--- config.mk ---
export PLATFORM = sky130hd
export DESIGN_NAME = interrupt_sequencer_flat
export DESIGN_NICKNAME = d
export VERILOG_FILES = /design/src/rtl/interrupt_sequencer_pkg.sv /design/src/rtl/interrupt_sequencer_if.sv /design/src/rtl/interrupt_sequencer_edge_latch.sv /design/src/rtl/interrupt_sequencer.sv /design/src/flat_wrapper.sv
export SDC_FILE = /design/constraint.sdc
export NUM_CORES = 1
export LEC_CHECK = 0
export CAP_MARGIN = 20
export CORE_AREA = 5 5 80 82
export DETAILED_ROUTE_END_ITERATION = 8
export DIE_AREA = 0 0 85 87
export PLACE_DENSITY = 0.78
export SLEW_MARGIN = 15
export SYNTH_ARGS = -nofsm -noshare
export SYNTH_HDL_FRONTEND = slang
export SYNTH_HIERARCHICAL = 1
export SYNTH_SLANG_ARGS = --single-unit
--- constraint.sdc ---
create_clock -name clk -period 1.7 [get_ports clk]
set_input_delay 0.255 -clock clk [delete_from_list [all_inputs] [get_ports clk]]
set_output_delay 0.255 -clock clk [all_outputs]
set_load 0.05 [all_outputs]
--- src/rtl/interrupt_sequencer_pkg.sv ---
// Shared CPU definitions used by the interrupt entry sequencer: state encoding,
// default widths and the interrupt vector.
package cpu_pkg;

  localparam int          DATA_W       = 16;
  localparam int          CCR_W        = 4;
  localparam logic [31:0] INT_VEC_ADDR = 32'h1;

  typedef enum logic [2:0] {
    IDLE     = 3'd0,
    DRAIN    = 3'd1,
    PUSH_HI  = 3'd2,
    PUSH_LO  = 3'd3,
    PUSH_CCR = 3'd4,
    VECTOR   = 3'd5,
    HANDLER  = 3'd6
  } int_state_t;

  function automatic logic is_push_state(input logic [2:0] s);
    return (s == PUSH_HI) || (s == PUSH_LO) || (s == PUSH_CCR);
  endfunction

endpackage

--- src/rtl/interrupt_sequencer_if.sv ---
// Pipeline-facing signal bundle of the interrupt sequencer. The master modport is
// the sequencer itself; the slave modport is the core (IF stage, hazard unit, MEM).
interface interrupt_sequencer_if #(
  parameter int PC_W   = 32,
  parameter int DATA_W = 16
);

  logic                      interupt;
  logic                      pipe_hold;
  logic                      branch_busy;
  logic [PC_W-1:0]           if_pc;
  logic [cpu_pkg::CCR_W-1:0] ccr;
  logic                      mem_grant;
  logic                      rti_retire;

  logic                      fetch_stall;
  logic                      flush_if_id;
  logic                      mem_req;
  logic                      mem_we;
  logic [DATA_W-1:0]         mem_wdata;
  logic                      sp_dec;
  logic                      pc_load;
  logic [PC_W-1:0]           pc_load_val;
  logic                      int_active;
  logic                      int_pending;

  // Memory handshake: mem_req (with mem_we and mem_wdata stable) stays high until
  // mem_grant; the word is written in the cycle both are high, and only then does
  // the requester move on.
  modport master (
    input  interupt, pipe_hold, branch_busy, if_pc, ccr, mem_grant, rti_retire,
    output fetch_stall, flush_if_id, mem_req, mem_we, mem_wdata, sp_dec,
           pc_load, pc_load_val, int_active, int_pending
  );

  modport slave (
    output interupt, pipe_hold, branch_busy, if_pc, ccr, mem_grant, rti_retire,
    input  fetch_stall, flush_if_id, mem_req, mem_we, mem_wdata, sp_dec,
           pc_load, pc_load_val, int_active, int_pending
  );

endinterface

--- src/rtl/interrupt_sequencer_edge_latch.sv ---
// Rising-edge detector with a single-depth pending flag; a set wins over a
// same-cycle clear so an edge arriving at acceptance is never lost.
module int_edge_latch (
  input  logic clk,
  input  logic reset,
  input  logic level,
  input  logic clear,
  output logic pending
);

  logic level_q;
  logic rise;

  assign rise = level & ~level_q;

  always_ff @(posedge clk or posedge reset) begin
    if (reset) begin
      level_q <= 1'b0;
      pending <= 1'b0;
    end else begin
      level_q <= level;
      pending <= rise | (pending & ~clear);
    end
  end

endmodule

--- src/rtl/interrupt_sequencer.sv ---
// Hardware interrupt entry: waits for a safe point, squashes IF, drains the pipe,
// pushes {PC hi, PC lo, CCR} through the data port, then redirects fetch.
module interrupt_sequencer #(
  parameter int          PC_W         = 32,
  parameter int          DATA_W       = cpu_pkg::DATA_W,
  parameter int          DRAIN_CYCLES = 3,
  parameter logic [31:0] INT_VEC_ADDR = cpu_pkg::INT_VEC_ADDR
) (
  input  logic                  clk,
  input  logic                  reset,
  interrupt_sequencer_if.master bus,
  output logic [2:0]            state_dbg
);

  import cpu_pkg::*;

  localparam logic [2:0] S_IDLE     = IDLE;
  localparam logic [2:0] S_DRAIN    = DRAIN;
  localparam logic [2:0] S_PUSH_HI  = PUSH_HI;
  localparam logic [2:0] S_PUSH_LO  = PUSH_LO;
  localparam logic [2:0] S_PUSH_CCR = PUSH_CCR;
  localparam logic [2:0] S_VECTOR   = VECTOR;
  localparam logic [2:0] S_HANDLER  = HANDLER;

  localparam int              CNT_W      = $clog2(DRAIN_CYCLES + 1);
  localparam logic [CNT_W-1:0] DRAIN_LAST = CNT_W'(DRAIN_CYCLES - 1);

  logic [2:0]        state;
  logic [2:0]        next_state;
  logic [CNT_W-1:0]  drain_cnt;
  logic [PC_W-1:0]   resume_pc;
  logic              pending;
  logic              accept;
  logic              in_push;
  logic [DATA_W-1:0] hi_word;
  logic [DATA_W-1:0] lo_word;
  logic [DATA_W-1:0] ccr_word;

  int_edge_latch u_edge_latch (
    .clk     (clk),
    .reset   (reset),
    .level   (bus.interupt),
    .clear   (accept),
    .pending (pending)
  );

  always_comb begin
    next_state = state;
    accept     = 1'b0;
    case (state)
      S_IDLE: begin
        if (pending && !bus.pipe_hold && !bus.branch_busy) begin
          accept     = 1'b1;
          next_state = S_DRAIN;
        end
      end
      S_DRAIN:    if (drain_cnt == DRAIN_LAST) next_state = S_PUSH_HI;
      S_PUSH_HI:  if (bus.mem_grant) next_state = S_PUSH_LO;
      S_PUSH_LO:  if (bus.mem_grant) next_state = S_PUSH_CCR;
      S_PUSH_CCR: if (bus.mem_grant) next_state = S_VECTOR;
      S_VECTOR:   next_state = S_HANDLER;
      S_HANDLER:  if (bus.rti_retire) next_state = S_IDLE;
      default:    next_state = S_IDLE;
    endcase
  end

  always_ff @(posedge clk or posedge reset) begin
    if (reset) begin
      state     <= S_IDLE;
      drain_cnt <= '0;
      resume_pc <= '0;
    end else begin
      state <= next_state;
      if (accept) begin
        drain_cnt <= '0;
        resume_pc <= bus.if_pc;
      end else if (state == S_DRAIN) begin
        drain_cnt <= drain_cnt + 1'b1;
      end
    end
  end

  // Stack words are zero-extended into the data-memory width.
  always_comb begin
    hi_word                  = '0;
    hi_word[PC_W-17:0]       = resume_pc[PC_W-1:16];
    lo_word                  = '0;
    lo_word[15:0]            = resume_pc[15:0];
    ccr_word                 = '0;
    ccr_word[CCR_W-1:0]      = bus.ccr;
  end

  assign in_push = is_push_state(state);

  always_comb begin
    bus.mem_wdata = '0;
    case (state)
      S_PUSH_HI:  bus.mem_wdata = hi_word;
      S_PUSH_LO:  bus.mem_wdata = lo_word;
      S_PUSH_CCR: bus.mem_wdata = ccr_word;
      default:    bus.mem_wdata = '0;
    endcase
  end

  assign bus.fetch_stall = (state == S_DRAIN) || in_push;
  assign bus.flush_if_id = accept;
  assign bus.mem_req     = in_push;
  assign bus.mem_we      = in_push;
  assign bus.sp_dec      = in_push && bus.mem_grant;
  assign bus.pc_load     = (state == S_VECTOR);
  // Constant vector keeps the redirect target glitch-free in every state.
  assign bus.pc_load_val = INT_VEC_ADDR[PC_W-1:0];
  assign bus.int_active  = (state != S_IDLE);
  assign bus.int_pending = pending;
  assign state_dbg       = state;

endmodule

--- src/flat_wrapper.sv ---
// flat-port wrapper written by rule: the top's interface ports become plain ports
module interrupt_sequencer_flat import cpu_pkg::*;
#(
  parameter int          PC_W         = 32,
  parameter int          DATA_W       = cpu_pkg::DATA_W,
  parameter int          DRAIN_CYCLES = 3,
  parameter logic [31:0] INT_VEC_ADDR = cpu_pkg::INT_VEC_ADDR
)
  (clk, reset, state_dbg, bus_interupt, bus_pipe_hold, bus_branch_busy, bus_if_pc, bus_ccr, bus_mem_grant, bus_rti_retire, bus_fetch_stall, bus_flush_if_id, bus_mem_req, bus_mem_we, bus_mem_wdata, bus_sp_dec, bus_pc_load, bus_pc_load_val, bus_int_active, bus_int_pending);
  interrupt_sequencer_if #(.PC_W(PC_W), .DATA_W(DATA_W)) bus_i ();
  input  logic clk;
  input  logic reset;
  output logic [2:0] state_dbg;
  input wire logic [$bits(bus_i.interupt)-1:0] bus_interupt;
  input wire logic [$bits(bus_i.pipe_hold)-1:0] bus_pipe_hold;
  input wire logic [$bits(bus_i.branch_busy)-1:0] bus_branch_busy;
  input wire logic [$bits(bus_i.if_pc)-1:0] bus_if_pc;
  input wire logic [$bits(bus_i.ccr)-1:0] bus_ccr;
  input wire logic [$bits(bus_i.mem_grant)-1:0] bus_mem_grant;
  input wire logic [$bits(bus_i.rti_retire)-1:0] bus_rti_retire;
  output wire logic [$bits(bus_i.fetch_stall)-1:0] bus_fetch_stall;
  output wire logic [$bits(bus_i.flush_if_id)-1:0] bus_flush_if_id;
  output wire logic [$bits(bus_i.mem_req)-1:0] bus_mem_req;
  output wire logic [$bits(bus_i.mem_we)-1:0] bus_mem_we;
  output wire logic [$bits(bus_i.mem_wdata)-1:0] bus_mem_wdata;
  output wire logic [$bits(bus_i.sp_dec)-1:0] bus_sp_dec;
  output wire logic [$bits(bus_i.pc_load)-1:0] bus_pc_load;
  output wire logic [$bits(bus_i.pc_load_val)-1:0] bus_pc_load_val;
  output wire logic [$bits(bus_i.int_active)-1:0] bus_int_active;
  output wire logic [$bits(bus_i.int_pending)-1:0] bus_int_pending;
  assign bus_i.interupt = bus_interupt;
  assign bus_i.pipe_hold = bus_pipe_hold;
  assign bus_i.branch_busy = bus_branch_busy;
  assign bus_i.if_pc = bus_if_pc;
  assign bus_i.ccr = bus_ccr;
  assign bus_i.mem_grant = bus_mem_grant;
  assign bus_i.rti_retire = bus_rti_retire;
  assign bus_fetch_stall = bus_i.fetch_stall;
  assign bus_flush_if_id = bus_i.flush_if_id;
  assign bus_mem_req = bus_i.mem_req;
  assign bus_mem_we = bus_i.mem_we;
  assign bus_mem_wdata = bus_i.mem_wdata;
  assign bus_sp_dec = bus_i.sp_dec;
  assign bus_pc_load = bus_i.pc_load;
  assign bus_pc_load_val = bus_i.pc_load_val;
  assign bus_int_active = bus_i.int_active;
  assign bus_int_pending = bus_i.int_pending;
  interrupt_sequencer #(.PC_W(PC_W), .DATA_W(DATA_W), .DRAIN_CYCLES(DRAIN_CYCLES), .INT_VEC_ADDR(INT_VEC_ADDR)) u_core (.clk(clk), .reset(reset), .bus(bus_i), .state_dbg(state_dbg));
endmodule
# Word level (Yosys, flattened, before mapping)
# Index checks and enable logic that the tools add are counted.
# classes
n_addsub,1
n_eq_ne,13
n_mux,12
bitwise,5
reduce_logical,12
# ops
cell,count
case mux 16 bit (3 select lines),1
case mux 3 bit (7 select lines),1
2-to-1 mux 3 bit,6
"equality test 3 bit, second input constant",3
"inequality test 2 bit, second input constant",4
"equality test 3 x 2 -> 1 bit, second input constant",2
AND reduction 6 bit,1
2-to-1 mux 2 bit,2
"inequality test 2 x 1 -> 1 bit, second input constant",2
"equality test 3 x 1 -> 1 bit, second input constant",1
logical AND 1 bit,3
logical NOT 3 bit,1
logical OR 1 bit,3
nonzero test 3 bit,1
"adder 2 x 1 -> 2 bit, second input constant",1
AND 1 bit,2
"equality test 2 bit, second input constant",1
logical NOT 1 bit,2
2-to-1 mux 1 bit,2
inverter 1 bit,2
nonzero test 2 bit,1
bitwise OR 1 bit,1
# totals
register_bits,39
elab_cells,48

# Logic depth before layout (Yosys ltp)
# Gate-level depths: netlist of the first run.
# logic_depth
word_depth,8
depth_mapped,5
mapped_depth_nobuf,5

# Cells and area by module
# Netlist of the first run, hierarchy kept.
# by_module_without_submodules
mod,instances,cells_per_inst,area_each_um2,seq_area_each_um2
interrupt_sequencer,1,188,2210.9,925.9
int_edge_latch,1,6,73.8,50.0

# Worst setup path before layout of the first run
# OpenSTA, ideal clock, no wires.
# synth_path
kind,register -> output
from,"register u_core.state[0], in the netlist u_core/state_dbg[0]"
to,output port bus_mem_wdata[0]
t_arrival_ps,2414
setup_slack_ps,-969
stages_incl_launch_ff,5
n_path_buf,2
cell_sequence,dfrtp_1 > buf_2 > buf_2 > mux2i_1 > o21ai_0
# synth_between
elab_chain_len,2
elab_cells_between_ends,4
cone_classes,eq/ne (3); mux (1)
# synth_rtl
item,line,source
"start, declared",interrupt_sequencer.sv:28,logic [2:0] state;
"start signal, assigned",interrupt_sequencer.sv:73,state <= next_state;
equality test 3 bit / equality test 3 x 2 -> 1 bit (equally long branches),interrupt_sequencer.sv:97,case (state)
case mux 16 bit (3 select lines) *,interrupt_sequencer.sv:97,
"end, declared",flat_wrapper.sv:25,output wire logic [$bits(bus_i.mem_wdata)-1:0] bus_mem_wdata;
# Mark *: on every way between the ends. The rest lies on a longest branch, timed or not.

# Worst setup path in the final report of the first run
# layout_path
from,"register u_core.state[0], in the netlist u_core/state_dbg[0]"
to,output port bus_sp_dec
# layout_between
elab_chain_len,4
elab_cells_between_ends,6
cone_classes,eq/ne (3); reduce/logical (3)
# layout_rtl
item,line,source
equality test 3 x 2 -> 1 bit,interrupt_sequencer_pkg.sv:20,return (s == PUSH_HI) || (s == PUSH_LO) || (s == PUSH_CCR);
logical OR 1 bit,interrupt_sequencer_pkg.sv:20,
logical OR 1 bit *,interrupt_sequencer_pkg.sv:20,
logical AND 1 bit *,interrupt_sequencer.sv:109,assign bus.sp_dec = in_push && bus.mem_grant;
"end, declared",flat_wrapper.sv:26,output wire logic [$bits(bus_i.sp_dec)-1:0] bus_sp_dec;
# Marked as above.

==> reports/results.md, run 1 <==
| Quantity | Reported |
| --- | --- |
| End of the critical path | bus_sp_dec |
| Number of pins exceeding their max-slew limit in the final report | 0 |
| Kind of capture point of the worst setup path | output pin |
| Register-to-Register Path Depth | 5 |
| Worst Slack Setup Final | -0.09158 ns |
| Launch instance of the worst register-to-register path | u_core/state_dbg[0]$_DFFE_PP0P_ |
| Number of antenna-violating nets in the routed design | 0 |
| Share of final-layout standard cells stronger than drive strength 1 | 47.83% |
| Clock network latency to the later pin of the worst-skew pair | 0.29 ns |
| Number of clock sinks | 39 |
| Status | finished with violations |
| Number of global-route vias before repair | 1630 |
| Critical Path, Cell by Cell | or3b_4 -> nand2_4 -> and2_4 -> buf_12 |
| Final TNS setup | -1.205 ns |
| Critical R2R Capture | u_core/resume_pc[9]$_DFFE_PP0P_ |
| N_diodes | 0 |
| HPWL after detailed placement | 3805 µm |
| Global-route wire length before repair | 8107 µm |
| Number of rows in the core area | 28 |
| Fraction of registers with async set/reset | 100.0% |
| Violations in the final reports | setup timing |
| Final estimated routing congestion in global placement | 0.7700 |
| Power density over the cells | 2270 nW/µm² |
| Max-cap violation count | 0 |
| Die H | 87 µm |
| Area enclosed by the die boundary | 7395 µm² |
| Gate count of the mapped netlist | 194 |
| Vias per Instance | 4.544 |
| Share of synthesized area occupied by flip-flops and latches | 42.72% |
| Maximum number of pins on one net before global-route repair | 38 |
| Root buffer selected by CTS | clkbuf_8 |
| Total number of H-tree levels | 2 |
| Number of vias in the routed layout | 1595 |
| Maximum fanout along the worst path | 8 |
| Critical Path Start | u_core/state_dbg[0]$_DFFE_PP0P_ |
| Avg Inst Size Synth | 11.78 µm² |
| Final routed wire length divided by cell count | 14.80 µm |
| Number of enable-type register cells in the synthesized netlist | 0 |
| Worst ir drop on vdd | 0.001223 V |
| Core Util, Final | 64.97% |
| Antenna violations before repair | 0 |
| Static leakage | 1.675 nW |
| Top achievable clock speed | 558.2 MHz |
| Die span in x | 85 µm |
| Non-filler cells in the finished layout | 351 |
| Initial core utilization | 40.26% |
| Clock Skews | 0.005877 ns |
| Number of nets in the finished design | 319 |
| Setup repair after global routing missed its margin | yes |
| Final critical-path share of the clock period | 105.4% |
| Final setup fails | 20 |
| Maximum root-to-sink buffer count | 2 |
| Number of unique standard cell types used by synthesis | 35 |
| Worst endpoint required time | 1.44 ns |
| Area Growth Syn to Fin | 61.39% |
| Top-level I/O count | 102 |
| Port buffer count | 69 |
| CP peak stage delay | 0.50 ns |
| Hold Vio Cnt, Final | 0 |
| Post-synth design cell area | 2285 µm² |
| Overall routing resource usage | 13.86% |
| Arrival time at the worst endpoint | 1.54 ns |
| TritonCTS clock tree | yes |
| Clock Pin Slew Worst Setup and Hold Paths | 0.08 ns |
| Register bit total from synthesis | 39 |
| Total wire length after detailed routing | 5195 µm |
| DRC marker count from the first detailed-route iteration | 33 |
| Category of the most critical setup path | register to output pin |
| Drt drc | 0 |
| Slowest cell on the critical path | dfrtp_2 |
| Cell depth of the worst setup path | 4 |
| Placed instance count | 338 |
| Num CTS Buffers | 5 |
| Iteration count of the initial detailed-routing pass | 4 |
| Remaining global-route overflow | 0 |
| Min cycle time layout | 1.792 ns |
| Core Region | 5675 µm² |
| Critical path startpoint category | register |
| Kind of cell with the highest combined delay on the critical path | simple AND/OR/NAND/NOR gates |
| Prevailing post-synth register cell | dfrtp_1 |
| Setup slack of the worst register-to-register path | 0.06 ns |
| Worst hold-check path type | input pin to asynchronous set/reset pin |
| Worst path bufs/invs | 1 |
| Warnings, synthesis | 6 |
-- sequential cells by signal (all words and copies together) (netlist names) --
signal	cells
u_core/u_edge_latch/level_q	1
u_core/resume_pc	32
u_core/drain_cnt	2
u_core/u_edge_latch/pending	1
u_core/state_dbg	3
-- synth_stat cells, drive strengths merged, types with 2 or more instances --
| cell | instances | area [µm²] |
|---|---|---|
| a21oi | 2 | 10.01 |
| a22oi | 2 | 15.01 |
| buf | 40 | 301.5 |
| clkbuf | 3 | 11.26 |
| conb | 2 | 7.510 |
| dfrtp | 39 | 975.9 |
| inv | 6 | 22.52 |
| mux2 | 32 | 469.2 |
| mux2i | 16 | 160.2 |
| nand2 | 9 | 36.29 |
| nor2 | 14 | 52.55 |
| nor2b | 4 | 25.02 |
| o21ai | 7 | 35.03 |
| o22ai | 2 | 18.77 |
-- cell usage in the layout, fill, tap and decap left out, drive strengths merged, types with 2 or more instances in the layout --
cell	netlist	final
a21oi	2	2
a22oi	2	2
buf	40	45
clkbuf	3	5
clkdlybuf4s50	0	42
clkinv	0	2
conb	2	32
dfrtp	39	39
inv	6	5
mux2	32	32
mux2i	16	16
nand2	9	9
nor2	14	14
nor2b	4	4
o21ai	7	7
o22ai	2	2
-- metal layers --
metal  up-vias  share of wire, %  global-route usage [%]
met4         0              0.37                   3.022
li1        752                 -                       -
met1       779                41                   17.79
met3         3               7.3                   3.974
met5         -                 0                       0
met2        61                52                   23.31
-- how the worst min path moves through the flow --
stage / startpoint / to / slack, ns / depth (start not counted)
6_report: reset / u_core/u_edge_latch/level_q$_DFF_PP0_ / 0.14 / 2
5_1_grt: reset / u_core/u_edge_latch/level_q$_DFF_PP0_ / 0.17 / 2
4_1_cts: reset / u_core/u_edge_latch/pending$_DFF_PP0_ / 0.14 / 2
3_5_place_dp: u_core/u_edge_latch/level_q$_DFF_PP0_ / u_core/u_edge_latch/pending$_DFF_PP0_ / 0.44 / 1
3_3_place_gp: u_core/u_edge_latch/level_q$_DFF_PP0_ / u_core/u_edge_latch/pending$_DFF_PP0_ / 0.43 / 1
2_1_floorplan: reset / u_core/u_edge_latch/level_q$_DFF_PP0_ / -0.004 / 1
-- worst register-to-register path, cell delays in order (launching register included) --
cell and delay (ns):
dfrtp_2 0.50, nor4b_4 0.27, nand2_2 0.11, buf_4 0.17
buf_12 0.16, mux2_4 0.31
-- report_power, final --
group	total, mW	switching [mW]	internal (mW)	leakage (nW)
Combinational	5.77	2.83	2.94	1.16
Clock	0.778	0.341	0.437	0.0581
Sequential	1.82	0.422	1.40	0.461
-- cells by family after synthesis --
kind of cell             count (synthesis)  synth area share (%)
multiplexers                            48                 27.55
adder cells (fa/ha/maj)                  1                0.5476
AND/OR/NAND/NOR                         36                 8.544
flip-flops                              39                 42.72
other                                    2                0.3287
buffers and inverters                   49                 14.68
AO/OA/AOI/OAI                           17                 4.874
XOR/XNOR                                 2                0.7668
-- layout make-up --
cell class	instances	area (µm²)
clock buffer	5	68.82
clock inverter	3	43.79
fill	443	1988
inverter	6	26.28
multi-input combinational	136	1343
sequential	39	980.9
tap	75	93.84
timing repair buffer	87	1131
-- per-stage QoR --
step | instance area [µm²] | hold slack [ns] | power, mW | worst slack, ns
floorplan | 2603 | -0.003884 | 5.246 | -0.08643
global placement | 3420 | 0.4282 | 7.063 | -0.09992
detailed placement | 3420 | 0.4424 | 7.167 | -0.1138
CTS | 3603 | 0.1385 | 8.170 | -0.1023
global route | 3687 | 0.1749 | 8.771 | -0.1638
finish | 3687 | 0.1427 | 8.370 | -0.09158
-- repair_timing --
action / 4_1_cts / 5_1_grt
setup endpoints to repair: 22 / 54
resized for setup: 11 / 17
pin swaps: 1 / 1
hold buffers: 0 / 0
hold endpoints to repair: 0 / 0
buffers inserted: 4 / 1
No activity file was read; power rests on OpenSTA's default activity.
==> run 2: changes to the inputs <==
--- a/config.mk
+++ b/config.mk
@@ -6,10 +6,10 @@
 export NUM_CORES = 1
 export LEC_CHECK = 0
 export CAP_MARGIN = 20
-export CORE_AREA = 5 5 80 82
+export CORE_AREA = 5 5 78 80
 export DETAILED_ROUTE_END_ITERATION = 8
-export DIE_AREA = 0 0 85 87
-export PLACE_DENSITY = 0.78
+export DIE_AREA = 0 0 83 85
+export PLACE_DENSITY = 0.82
 export SLEW_MARGIN = 15
 export SYNTH_ARGS = -nofsm -noshare
 export SYNTH_HDL_FRONTEND = slang
==> constraint.sdc (replaced) <==
create_clock -name clk -period 2.1 [get_ports clk]
set_input_delay 0.315 -clock clk [delete_from_list [all_inputs] [get_ports clk]]
set_output_delay 0.315 -clock clk [all_outputs]
set_load 0.1 [all_outputs]
==> run 2 against run 1 <==
  * Die area is 4.6% lower
  * Count of clock-buffer cells in the layout is 1 higher
  * Register-to-register slack better by 0.22 ns
  * First-iteration DRC count is 52% higher
  * Flip-flop and latch count stayed put
  * Sequential share of layout area is 1.6 points higher
  * Critical path type unchanged
  * Setup slack better by 0.18 ns
  * Largest cell class unchanged
  * The run now ends clean
  * Clock skew is 0.0022 ns lower
  * Cell count is 3.1% lower
  * Cell area is 4.9% lower
  * Via count is 3.4% lower
  * Non-clock buffer count is 8 lower
==> reports/results.md, run 2 (synthesis results as in run 1) <==
| Quantity | Reported |
| --- | --- |
| Status | finished clean |
| Category of the most critical setup path | register to output pin |
| Top-level I/O count | 102 |
| Setup repair after global routing missed its margin | no |
| Largest register by flop count | u_core/resume_pc |
| Top achievable clock speed | 496.6 MHz |
| Number of pins exceeding their max-slew limit in the final report | 0 |
| Final estimated routing congestion in global placement | 0.7539 |
| Register-to-Register Path Depth | 3 |
| Remaining global-route overflow | 0 |
| Max-cap violation count | 0 |
| Die H | 85 µm |
| Cell depth of the worst setup path | 4 |
| Kind of cell with the highest combined delay on the critical path | simple AND/OR/NAND/NOR gates |
| Number of nets in the finished design | 311 |
| Worst hold-check path type | input pin to asynchronous set/reset pin |
| Min cycle time layout | 2.014 ns |
| Clock Skews | 0.003720 ns |
| Final routed wire length divided by cell count | 14.63 µm |
| Final setup fails | 0 |
| Worst Max-Slew Pin Slew | 0.7873 ns |
| Critical path startpoint category | register |
| Number of antenna-violating nets in the routed design | 0 |
| Num CTS Buffers | 5 |
| Clock network latency to the later pin of the worst-skew pair | 0.29 ns |
| Die span in x | 83 µm |
| Iteration count of the initial detailed-routing pass | 4 |
| Kind of capture point of the worst setup path | output pin |
| Total number of H-tree levels | 2 |
| Number of global-route vias before repair | 1624 |
| Antenna violations before repair | 0 |
| N_diodes | 0 |
| Critical Path, Cell by Cell | or3b_4 -> nand2_8 -> and2_4 -> buf_12 |
| Core Region | 5338 µm² |
| Global-route wire length before repair | 8052 µm |
| Maximum root-to-sink buffer count | 2 |
| Largest register FFs | 32 |
| Post-CTS Hold Fix Bufs | 0 |
| Sequential standard cell area | 988.4 µm² |
| Clock Pin Slew Worst Setup and Hold Paths | 0.08 ns |
| TritonCTS clock tree | yes |
| Overall routing resource usage | 14.11% |
| Initial core utilization | 42.80% |
| Area occupied by multi-input gates | 1270 µm² |
| Max-Slew Margin vs Limit | 46.16% |
| Share of final-layout standard cells stronger than drive strength 1 | 40.30% |
| HPWL after detailed placement | 3781 µm |
| Slowest cell on the critical path | dfrtp_4 |
| Area Growth Syn to Fin | 53.50% |
| Maximum fanout along the worst path | 13 |
| Core Util, Final | 65.71% |
| Number of vias in the routed layout | 1540 |
| DRC marker count from the first detailed-route iteration | 50 |
| Most common cell after layout, fill and taps aside | clkdlybuf4s50_1 |
| CP peak stage delay | 0.55 ns |
| Maximum number of pins on one net before global-route repair | 38 |
| Number of rows in the core area | 27 |
| Port buffer count | 69 |
| Final critical-path share of the clock period | 95.89% |
| Arrival time at the worst endpoint | 1.70 ns |
| Total wire length after detailed routing | 4974 µm |
| Vias per Instance | 4.529 |
| Top library cells by usage in the layout, fill and taps aside | 42 x clkdlybuf4s50_1, 35 x dfrtp_1, 32 x conb_1 |
| Worst path bufs/invs | 1 |
| Number of clock sinks | 39 |
| Worst endpoint required time | 1.78 ns |
| Filler cell count | 409 |
| Hold Vio Cnt, Final | 0 |
| Drt drc | 0 |
| Root buffer selected by CTS | clkbuf_8 |
| Area enclosed by the die boundary | 7055 µm² |
run 2: worst paths after layout:
path / startpoint / endpoint / slack [ns]
worst max-delay path: u_core/state_dbg[1]$_DFFE_PP0P_ / bus_sp_dec / 0.09
worst min-delay path: reset / u_core/u_edge_latch/pending$_DFF_PP0_ / 0.20
worst max register to register: u_core/state_dbg[0]$_DFFE_PP0P_ / u_core/state_dbg[2]$_DFFE_PP0P_ / 0.28
worst min register to register: u_core/u_edge_latch/level_q$_DFF_PP0_ / u_core/u_edge_latch/pending$_DFF_PP0_ / 0.45
max in group asynchronous: reset / u_core/state_dbg[1]$_DFFE_PP0P_ / 1.26
min in group clk: u_core/u_edge_latch/level_q$_DFF_PP0_ / u_core/u_edge_latch/pending$_DFF_PP0_ / 0.45
run 2: per-layer routing:
metal,part of all wire [%],vias to the layer above,track usage [%]
met5,0,-,0
met4,0.99,0,3.863
met3,6.4,6,4.369
met2,51,56,24.34
met1,42,744,17.10
li1,-,734,-
run 2: worst reg2reg max path: cells and delay by family, from the launching register on:
kind	cells	cell delay (ns)
compound gates	2	0.91
flops	1	0.53
buf+inv	1	0.23
run 2: final cells by class:
| class | count | share of cell area (%) |
|---|---|---|
| tap | 72 | 2.569 |
| sequential | 39 | 28.18 |
| inverter | 6 | 0.7492 |
| multi-input combinational | 136 | 36.21 |
| clock buffer | 6 | 2.355 |
| clock inverter | 2 | 0.9989 |
| timing repair buffer | 79 | 28.93 |
run 2: timing repair:
| action | CTS | global route |
|---|---|---|
| gates resized for setup | 1 | 2 |
| setup endpoints to repair | 1 | 5 |
| hold endpoints to repair | 0 | 0 |
| buffers inserted | 0 | 2 |
run 2: metrics by stage:
step | TNS, ns | setup WS, ns | instance area [µm²] | cells | hold WS (ns)
2_1_floorplan | -0.1417 | -0.1311 | 2628 | 224 | 0.05612
6_report | 0 | 0.08623 | 3507 | 340 | 0.1980
3_5_place_dp | 0 | 0.1220 | 3363 | 330 | 0.4391
4_1_cts | 0 | 0.006241 | 3483 | 338 | 0.1868
5_1_grt | 0 | 0.02250 | 3507 | 340 | 0.1967
3_3_place_gp | 0 | 0.1549 | 3363 | 330 | 0.4283
Power of run 2 is not shown: default switching activity piles up to over one toggle a cycle in this logic, so the estimate is an artifact.
